File: src/rtl/serial_subtractor_pkg.sv
// Shared definitions for the bit-serial subtractor: FSM state encoding and its width.
package serial_subtractor_pkg;

   localparam int STATE_W = 2;

   typedef enum logic [STATE_W-1:0] {
      S_IDLE  = 2'd0,
      S_SHIFT = 2'd1,
      S_DONE  = 2'd2
   } state_t;

endpackage

File: src/rtl/serial_subtractor_fs.sv
// One-bit full subtractor cell: d = x - y - bin, with borrow out.
module full_subtractor (
   input  logic x_i,
   input  logic y_i,
   input  logic bin_i,
   output logic d_o,
   output logic bout_o
);

   assign d_o    = x_i ^ y_i ^ bin_i;
   assign bout_o = (~x_i & y_i) | (~(x_i ^ y_i) & bin_i);

endmodule

File: src/rtl/serial_subtractor.sv
// Bit-serial unsigned subtractor, LSB first, one full-subtractor cell reused over WIDTH cycles.
module serial_subtractor
   import serial_subtractor_pkg::*;
#(
   parameter int WIDTH = 8
) (
   input  logic             clk,
   input  logic             rst,
   input  logic             start,
   input  logic [WIDTH-1:0] a,
   input  logic [WIDTH-1:0] b,
   input  logic             bin,
   output logic             busy,
   output logic             done,
   output logic [WIDTH-1:0] diff,
   output logic             bout
);

   localparam int CNT_W = $clog2(WIDTH);
   localparam logic [CNT_W-1:0] CNT_LAST = CNT_W'(WIDTH - 1);

   state_t           state_q, state_d;
   logic [WIDTH-1:0] a_sr_q, a_sr_d;
   logic [WIDTH-1:0] b_sr_q, b_sr_d;
   logic [WIDTH-1:0] diff_q, diff_d;
   logic             bout_q, bout_d;
   logic             br_q, br_d;
   logic [CNT_W-1:0] cnt_q, cnt_d;
   logic             fs_d;
   logic             fs_bout;

   full_subtractor u_fs (
      .x_i    (a_sr_q[0]),
      .y_i    (b_sr_q[0]),
      .bin_i  (br_q),
      .d_o    (fs_d),
      .bout_o (fs_bout)
   );

   always_ff @(posedge clk) begin
      if (rst) begin
         state_q <= S_IDLE;
         a_sr_q  <= '0;
         b_sr_q  <= '0;
         diff_q  <= '0;
         bout_q  <= 1'b0;
         br_q    <= 1'b0;
         cnt_q   <= '0;
      end else begin
         state_q <= state_d;
         a_sr_q  <= a_sr_d;
         b_sr_q  <= b_sr_d;
         diff_q  <= diff_d;
         bout_q  <= bout_d;
         br_q    <= br_d;
         cnt_q   <= cnt_d;
      end
   end

   always_comb begin
      state_d = state_q;
      a_sr_d  = a_sr_q;
      b_sr_d  = b_sr_q;
      diff_d  = diff_q;
      bout_d  = bout_q;
      br_d    = br_q;
      cnt_d   = cnt_q;
      case (state_q)
         S_IDLE: begin
            if (start) begin
               a_sr_d  = a;
               b_sr_d  = b;
               br_d    = bin;
               cnt_d   = '0;
               state_d = S_SHIFT;
            end
         end
         S_SHIFT: begin
            // Result bits enter at the MSB of the minuend register as its LSBs are consumed.
            a_sr_d = {fs_d, a_sr_q[WIDTH-1:1]};
            b_sr_d = {1'b0, b_sr_q[WIDTH-1:1]};
            br_d   = fs_bout;
            cnt_d  = cnt_q + CNT_W'(1);
            if (cnt_q == CNT_LAST) begin
               diff_d  = {fs_d, a_sr_q[WIDTH-1:1]};
               bout_d  = fs_bout;
               cnt_d   = '0;
               state_d = S_DONE;
            end
         end
         S_DONE: begin
            state_d = S_IDLE;
         end
         default: begin
            state_d = S_IDLE;
         end
      endcase
   end

   assign busy = (state_q == S_SHIFT);
   assign done = (state_q == S_DONE);
   assign diff = diff_q;
   assign bout = bout_q;

endmodule

File: config.mk
export PLATFORM = sky130hd
export DESIGN_NAME = serial_subtractor
export DESIGN_NICKNAME = d
export VERILOG_FILES = /design/src/rtl/serial_subtractor_pkg.sv /design/src/rtl/serial_subtractor_fs.sv /design/src/rtl/serial_subtractor.sv
export SDC_FILE = /design/constraint.sdc
export NUM_CORES = 1
export LEC_CHECK = 0
export CAP_MARGIN = 5
export CORE_ASPECT_RATIO = 0.6
export CORE_MARGIN = 3
export CORE_UTILIZATION = 49
export DETAILED_ROUTE_END_ITERATION = 8
export PLACE_DENSITY = 0.75
export REMOVE_ABC_BUFFERS = 1
export SLEW_MARGIN = 10
export SYNTH_ARGS = -nofsm -noshare
export SYNTH_HDL_FRONTEND = slang
export SYNTH_HIERARCHICAL = 1
export SYNTH_SLANG_ARGS = --single-unit
File: constraint.sdc
create_clock -name clk -period 1.7 [get_ports clk]
set_input_delay 0.34 -clock clk [delete_from_list [all_inputs] [get_ports clk]]
set_output_delay 0.34 -clock clk [all_outputs]
set_load 0.03 [all_outputs]
==> qor.csv <==
metric;value;unit
setup TNS;0;ps
Global Route Usage Sum;0.175;
DRT Wirelength;2.88;mm
Port Buffers;30;
Worst-Margin Slew;315;ps
Core Footprint;0.00263;mm2
routed vias/inst;5.26;
CTS Hold Bufs;0;
fin area;0.00186;mm2
EDFF count, synth;0;
pwr/cell area;896;mW/mm2
wire length per cell;13.5;um
Critical Path Fanout Max;2;
final core occ;0.706;
asr flop ratio synth;0;
hold path cells;2;
Worst Reg-to-Reg Cells;5;
ANT cells;0;
Cell Rows;14;
GPL Wtd Cong;0.751;
CTS tree;done;
Slew HR;0.790;
Final ANT Viol Nets;0;
Seq pwr share;0.478;
CTS Root Cell;clkbuf_8;
Crit Path Class;reg -> out;
WP depth;1;
ratio of cells with drive above 1 in the final layout;0.177;
post-DP HPWL;2.06;mm
P&R area growth vs syn;30.2;%
Slowest-stage cell, CP;clkdlybuf4s50_1;
flop and latch count out of synthesis;31;
fill count;211;
Clock Sinks;31;
DRT iter0 DRCs;59;
Synthesis Warnings;6;
multi-input combinational cell area;699;um2
maximum VDD drop;0.459;mV
Top Family by Delay on Critical Path;buffers and inverters;
Buf+Inv Stages, Crit Path;1;
maximum capacitance violations;0;
Die Ht;47.8;um
Hold Worst Slack;453;ps
GRT overflow;0;
status;completed;
vias in the first global route;984;
Synth Area in Simple Gates;0.172;
final hold vios;0;
Die X;75.6;um
CP required;1360;ps
clk_skew;1.96;ps
Static Leak;0.740;nW
Nets;203;
Initial Utilization;0.542;
RSZ-0062 raised after global routing;no;
Comb power frac;0.145;
post-cts gate resize count;3;
final setup fails;0;
Clock Power Share;0.377;
xor/xnor share of the synthesized area;0;
Reg clk slew, reported paths;60;ps
Most used DFF post-synth;dfxtp_1;
Sw Pwr;0.397;mW
Distinct cells, synth;29;
Final Cycle Share;0.966;
Compound-Gate Fraction of Synth Area;0.162;
crit-path cells;clkdlybuf4s50_1;
antenna violations before repair;0;
DIE AREA;0.00361;mm2
max-slew violation count;0;
Hold Path Class;reg -> reg;
CP peak stage delay;680;ps
via count;1120;
largest family of logic cells by synthesized area;simple AND/OR/NAND/NOR gates;
Startpoint Class;register;
Clock Latency Late Sink;270;ps
Post-CTS Setup Bufs;0;
adder-cell area share of the yosys netlist;0.0316;
sequential share of the synthesized area;0.435;
Register Area;621;um2
DP Area;0.00174;mm2
Max clock buf depth;2;
largest net degree at the start of global routing;28;
synthesized cell area;0.00143;mm2
Ports;31;
arrival time of the worst setup path;1300;ps
f_max;609;MHz
global-route wire length before repair;4.61;mm
Final min period;1640;ps
switching part of the total;0.239;
number of CTS-inserted buffers;5;
Mapped Avg Cell Area;9.69;um2
H-tree levels;2;
post-synthesis mux area share;0.120;
DRC Markers;0;
cell internal pwr;1.26;mW
DR pass1 iterations;4;
Post-Syn Instances;147;
Critical Path Sink Type;output port;
==> power by group through the flow <==
| stage | Combinational [mW] | Sequential, mW | Clock [mW] |
|---|---|---|---|
| final | 0.240 | 0.795 | 0.627 |
| after global placement | 0.229 | 0.808 | 0 |
| after global routing | 0.264 | 0.798 | 0.679 |
| after floorplan | 0.125 | 0.814 | 0 |
| after CTS | 0.240 | 0.794 | 0.646 |
| after detailed placement | 0.237 | 0.810 | 0 |
==> logic make-up (layout without fill, tap and decap cells) <==
group / Yosys count / count (layout)
mux: 17 / 17
simple gates: 49 / 49
fa+ha+maj: 3 / 3
compound gates: 30 / 30
flops: 31 / 31
buf+inv: 17 / 51
==> synthesized netlist by cell type (2+ instances only) <==
| master | instances | share of area |
|---|---|---|
| buf_6 | 3 | 0.024 |
| a21oi_1 | 11 | 0.039 |
| mux2i_1 | 16 | 0.11 |
| a22oi_1 | 3 | 0.016 |
| clkbuf_1 | 3 | 0.0079 |
| nor2b_1 | 3 | 0.013 |
| buf_4 | 2 | 0.011 |
| dfxtp_1 | 31 | 0.44 |
| nand2_1 | 7 | 0.018 |
| buf_2 | 2 | 0.0070 |
| ha_1 | 2 | 0.018 |
| or3b_2 | 2 | 0.012 |
| nand3_1 | 7 | 0.025 |
| nor2_1 | 18 | 0.047 |
| inv_1 | 5 | 0.013 |
| a211oi_2 | 6 | 0.053 |
| nand2b_1 | 2 | 0.0088 |
| nor2_2 | 5 | 0.022 |
| nor3_1 | 3 | 0.011 |
| a211oi_1 | 7 | 0.037 |
==> per-stage QoR <==
stage	worst slack, ps	std cells	total power, mW
after floorplan	-496	135	0.939
after global placement	8.03	205	1.04
after detailed placement	-56.2	205	1.05
after CTS	11.6	213	1.68
after global routing	12.7	213	1.74
final	57.4	213	1.66
==> routing by layer <==
metal,part of all wire,wire length [um],up-vias,track usage
met4,0.0049,14,0,0.0697
met2,0.47,1340,28,0.256
met5,0,0,-,0
met1,0.48,1390,515,0.243
met3,0.048,137,2,0.0503
li1,-,-,575,-
==> worst register-to-register path, stage by stage, from the launching register on <==
cell and delay [ps]:
dfxtp_1 370, buf_8 220, o21ba_1 240, buf_12 200, nor2_1 70, a211oi_1 190
==> placed cells by master (no fill, tap or decap) <==
cell | synthesis | routed
buf_4 | 2 | 7
nor2_2 | 5 | 5
dfxtp_1 | 31 | 31
buf_12 | 1 | 1
a211oi_2 | 6 | 6
o21a_1 | 1 | 1
nor2_1 | 18 | 18
nand3b_2 | 1 | 1
clkbuf_8 | 0 | 7
dlygate4sd2_1 | 0 | 1
a21oi_1 | 11 | 11
clkbuf_1 | 3 | 1
a22oi_1 | 3 | 3
nand2b_1 | 2 | 2
o21ba_1 | 1 | 1
inv_1 | 5 | 5
nor2b_1 | 3 | 2
ha_1 | 2 | 2
a211oi_1 | 7 | 7
nand3_1 | 7 | 7
nor3_1 | 3 | 3
buf_8 | 0 | 1
nor2b_4 | 0 | 1
mux2i_1 | 16 | 16
nor4bb_1 | 1 | 1
mux2_2 | 1 | 1
clkdlybuf4s50_1 | 0 | 28
o21bai_1 | 1 | 1
fa_1 | 1 | 1
nand2_1 | 7 | 7
or3b_2 | 2 | 2
==> final cells by class <==
type	count	share of cell area
clock buffer	8	0.0539
inverter	5	0.0101
multi-input combinational	99	0.377
tap	32	0.0216
sequential	31	0.334
timing repair buffer	38	0.203
==> sequential cells by signal, indices dropped and copies added (netlist names) <==
| register | count |
|---|---|
| diff | 8 |
| b_sr_q | 8 |
| cnt_q | 3 |
| a_sr_q | 8 |
| bout | 1 |
| state_q | 2 |
| br_q | 1 |
==> final timing paths <==
check | startpoint | endpoint | slack [ps]
hold / removal | diff[2] | diff[2] | 450
setup reg to reg | state_q[0] | b_sr_q[1] | 340
hold reg to reg | diff[2] | diff[2] | 450
setup / recovery | diff[1] | diff[1] | 60
No activity file was read; power rests on OpenSTA's default activity.
==> RTL change: new RTL, same settings <==
`a_sr_q` and `b_sr_q` no longer have a reset.
--- a/src/rtl/serial_subtractor.sv
+++ b/src/rtl/serial_subtractor.sv
@@ -40,21 +40,22 @@
    always_ff @(posedge clk) begin
       if (rst) begin
          state_q <= S_IDLE;
-         a_sr_q  <= '0;
-         b_sr_q  <= '0;
          diff_q  <= '0;
          bout_q  <= 1'b0;
          br_q    <= 1'b0;
          cnt_q   <= '0;
       end else begin
          state_q <= state_d;
-         a_sr_q  <= a_sr_d;
-         b_sr_q  <= b_sr_d;
          diff_q  <= diff_d;
          bout_q  <= bout_d;
          br_q    <= br_d;
          cnt_q   <= cnt_d;
       end
+   end
+
+   always_ff @(posedge clk) begin
+      a_sr_q <= a_sr_d;
+      b_sr_q <= b_sr_d;
    end
 
    always_comb begin
Formal check against the unedited RTL: same outputs for any inputs over 10 cycles, from zero or initial values and one cycle with rst high; that may be too few to reach the edited logic, so the function may still have changed.
==> RTL change against the original RTL <==
Total power is 3.0% lower. Area after synthesis is 4.7% lower. Routed wire length is 14% lower. Critical path depth stayed put. Design area is 6.6% lower. Sequential cell count stayed put. Hold slack better by 6.2 ps. Setup slack better by 6.2 ps. Register-to-register slack worse by 70 ps. Maximum frequency is 0.38% higher. Non-clock buffer count is 6 lower. Highest routed layer unchanged.
==> RTL change: results (changes against the original RTL) <==
Outcome
  – Status: complete, no violations (unchanged)

Min path
  – WHS Path Cells: 2 (unchanged)
  – HP Class: reg2reg (unchanged)
  – Hold Crit Start: diff[1] (was diff[2])
  – Hold EP: diff[1] (was diff[2])

Place
  – Post-DP Area: 1640 um2 (was 1740 um2)
  – Buffers on Ports: 30 (unchanged)
  – Dpl hpwl: 1780 um (was 2060 um)
  – Final Wtd Congestion: 0.750 (was 0.751)
  – Pre-CTS WS: 55.6 ps (was -56.2 ps)

Worst setup path
  – Slowest stage delay, CP: 680 ps (about the same)
  – FF-to-FF Start: cnt_q[0] (was state_q[0])
  – R2R cell count: 5 (unchanged)
  – Critical-path top delay cell: clkdlybuf4s50_1 (unchanged)
  – Crit Path Max Fanout: 2 (unchanged)
  – Reg2reg end: diff[5] (was b_sr_q[1])
  – R2r setup slk: 270 ps (was 340 ps)

Clock network
  – Worst-Skew Late Latency: about 280 ps
  – CTS HTree Levels: 2 (unchanged)
  – Root buffer cell: clkbuf_8 (unchanged)
  – Worst-path clk slew: 60 ps (about the same)
  – Post-CTS Resized: 1 (was 3)

GRT
  – Largest net degree at the start of global routing: 20 (was 28)
  – GRT Total Usage: 16.3% (was 17.5%)
  – Vias in the first global route: 862 (was 984)
  – First-pass GRT wire length: 3970 um (was 4610 um)

Logic synthesis
  – Netlist cell types: 24 (was 29)
  – EDFF count, synth: 16 (was 0)
  – Post-synthesis sequential area ratio: 57.5% (was 43.5%)
  – Top cells by area, synth: edfxtp_1 (35%), dfxtp_1 (22%), nand2_1 (17%) (was dfxtp_1 (44%), mux2i_1 (11%), a211oi_2 (5.3%))
  – Top cells by count, synth: nand2_1 (63), edfxtp_1 (16), dfxtp_1 (15) (was dfxtp_1 (31), nor2_1 (18), mux2i_1 (16))

Route
  – Avg Vias per Cell: 4.82 (was 5.26)
  – Routed WL: 2470 um (was 2880 um)
  – Initial DRT Pass Iterations: 4 (unchanged)
  – Drt first-iter violations: 36 (was 59)

Finish
  – Fillers: 203 (was 211)
  – Final net count: 193 (was 203)
  – Layout cells sized above 1: 11.1% (was 17.7%)

Pwr
  – Lkg Pwr: 0.717 nW (was 0.740 nW)
  – VDD IR max: 547 uV (was 459 uV)

Timing
  – WHS: 459 ps (was 453 ps)
  – Clk_skew: 5.00 ps (was 1.96 ps)
  – Slew @ Worst Pin: 364 ps (was 315 ps)
==> RTL change: per-layer routing <==
layer  GRT usage, %  routed length [um]  vias up
li1               -                   -      508
met1           21.0                1190      439
met2           23.8                1050       27
met3           7.69                 195        5
met4           7.58                  38        0
met5              0                   0        -
==> RTL change: how the worst max path moves through the flow <==
stage	cells past startpoint	startpoint	endpoint	slack, ps
global route	4	state_q[0]	busy	4
global placement	5	start	br_q	110
finish	1	diff[2]	diff[2]	60
detailed placement	5	start	br_q	60
CTS	1	diff[2]	diff[2]	50
floorplan	3	a_sr_q[0]	a_sr_q[7]	480
==> RTL change: cell type report <==
cell class	count	area, um2	area share, %
inverter	6	30.0	1.73
clock buffer	7	86.3	4.98
tap	32	40.0	2.31
timing repair buffer	32	312	18.0
sequential	31	781	45.1
clock inverter	1	5.00	0.289
multi-input combinational	94	479	27.7
==> RTL change: worst reg2reg max path, cell delays in order, from the launching register on <==
cell	delay (ps)
dfxtp_1	360
ha_1	160
ha_1	200
and3b_1	380
nand2_1	140
a21oi_2	130
==> RTL change: logic make-up (layout without fill, tap and decap cells) <==
group                    Yosys count  after routing  synth area share (%)
flip-flops                        31             31                  57.5
buffers and inverters             12             46                  7.27
multiplexers                       2              2                  1.47
AND/OR/NAND/NOR                   75             75                  22.9
AO/OA/AOI/OAI                     14             14                  7.55
adder cells (fa/ha/maj)            3              3                  3.31
==> RTL change: stage by stage <==
step	power, mW	util (%)	std cells
finish	1.61	67.3	203
global route	1.69	67.3	203
CTS	1.63	67.3	203
detailed placement	1.05	63.8	195
global placement	1.04	63.8	195
floorplan	0.968	-	131
==> RTL change: where the power goes <==
part           switching, mW  internal [mW]  total [mW]
Combinational         0.0887         0.0801       0.169
Sequential            0.0191          0.847       0.866
Clock                  0.252          0.326       0.578
Total                  0.360           1.25        1.61
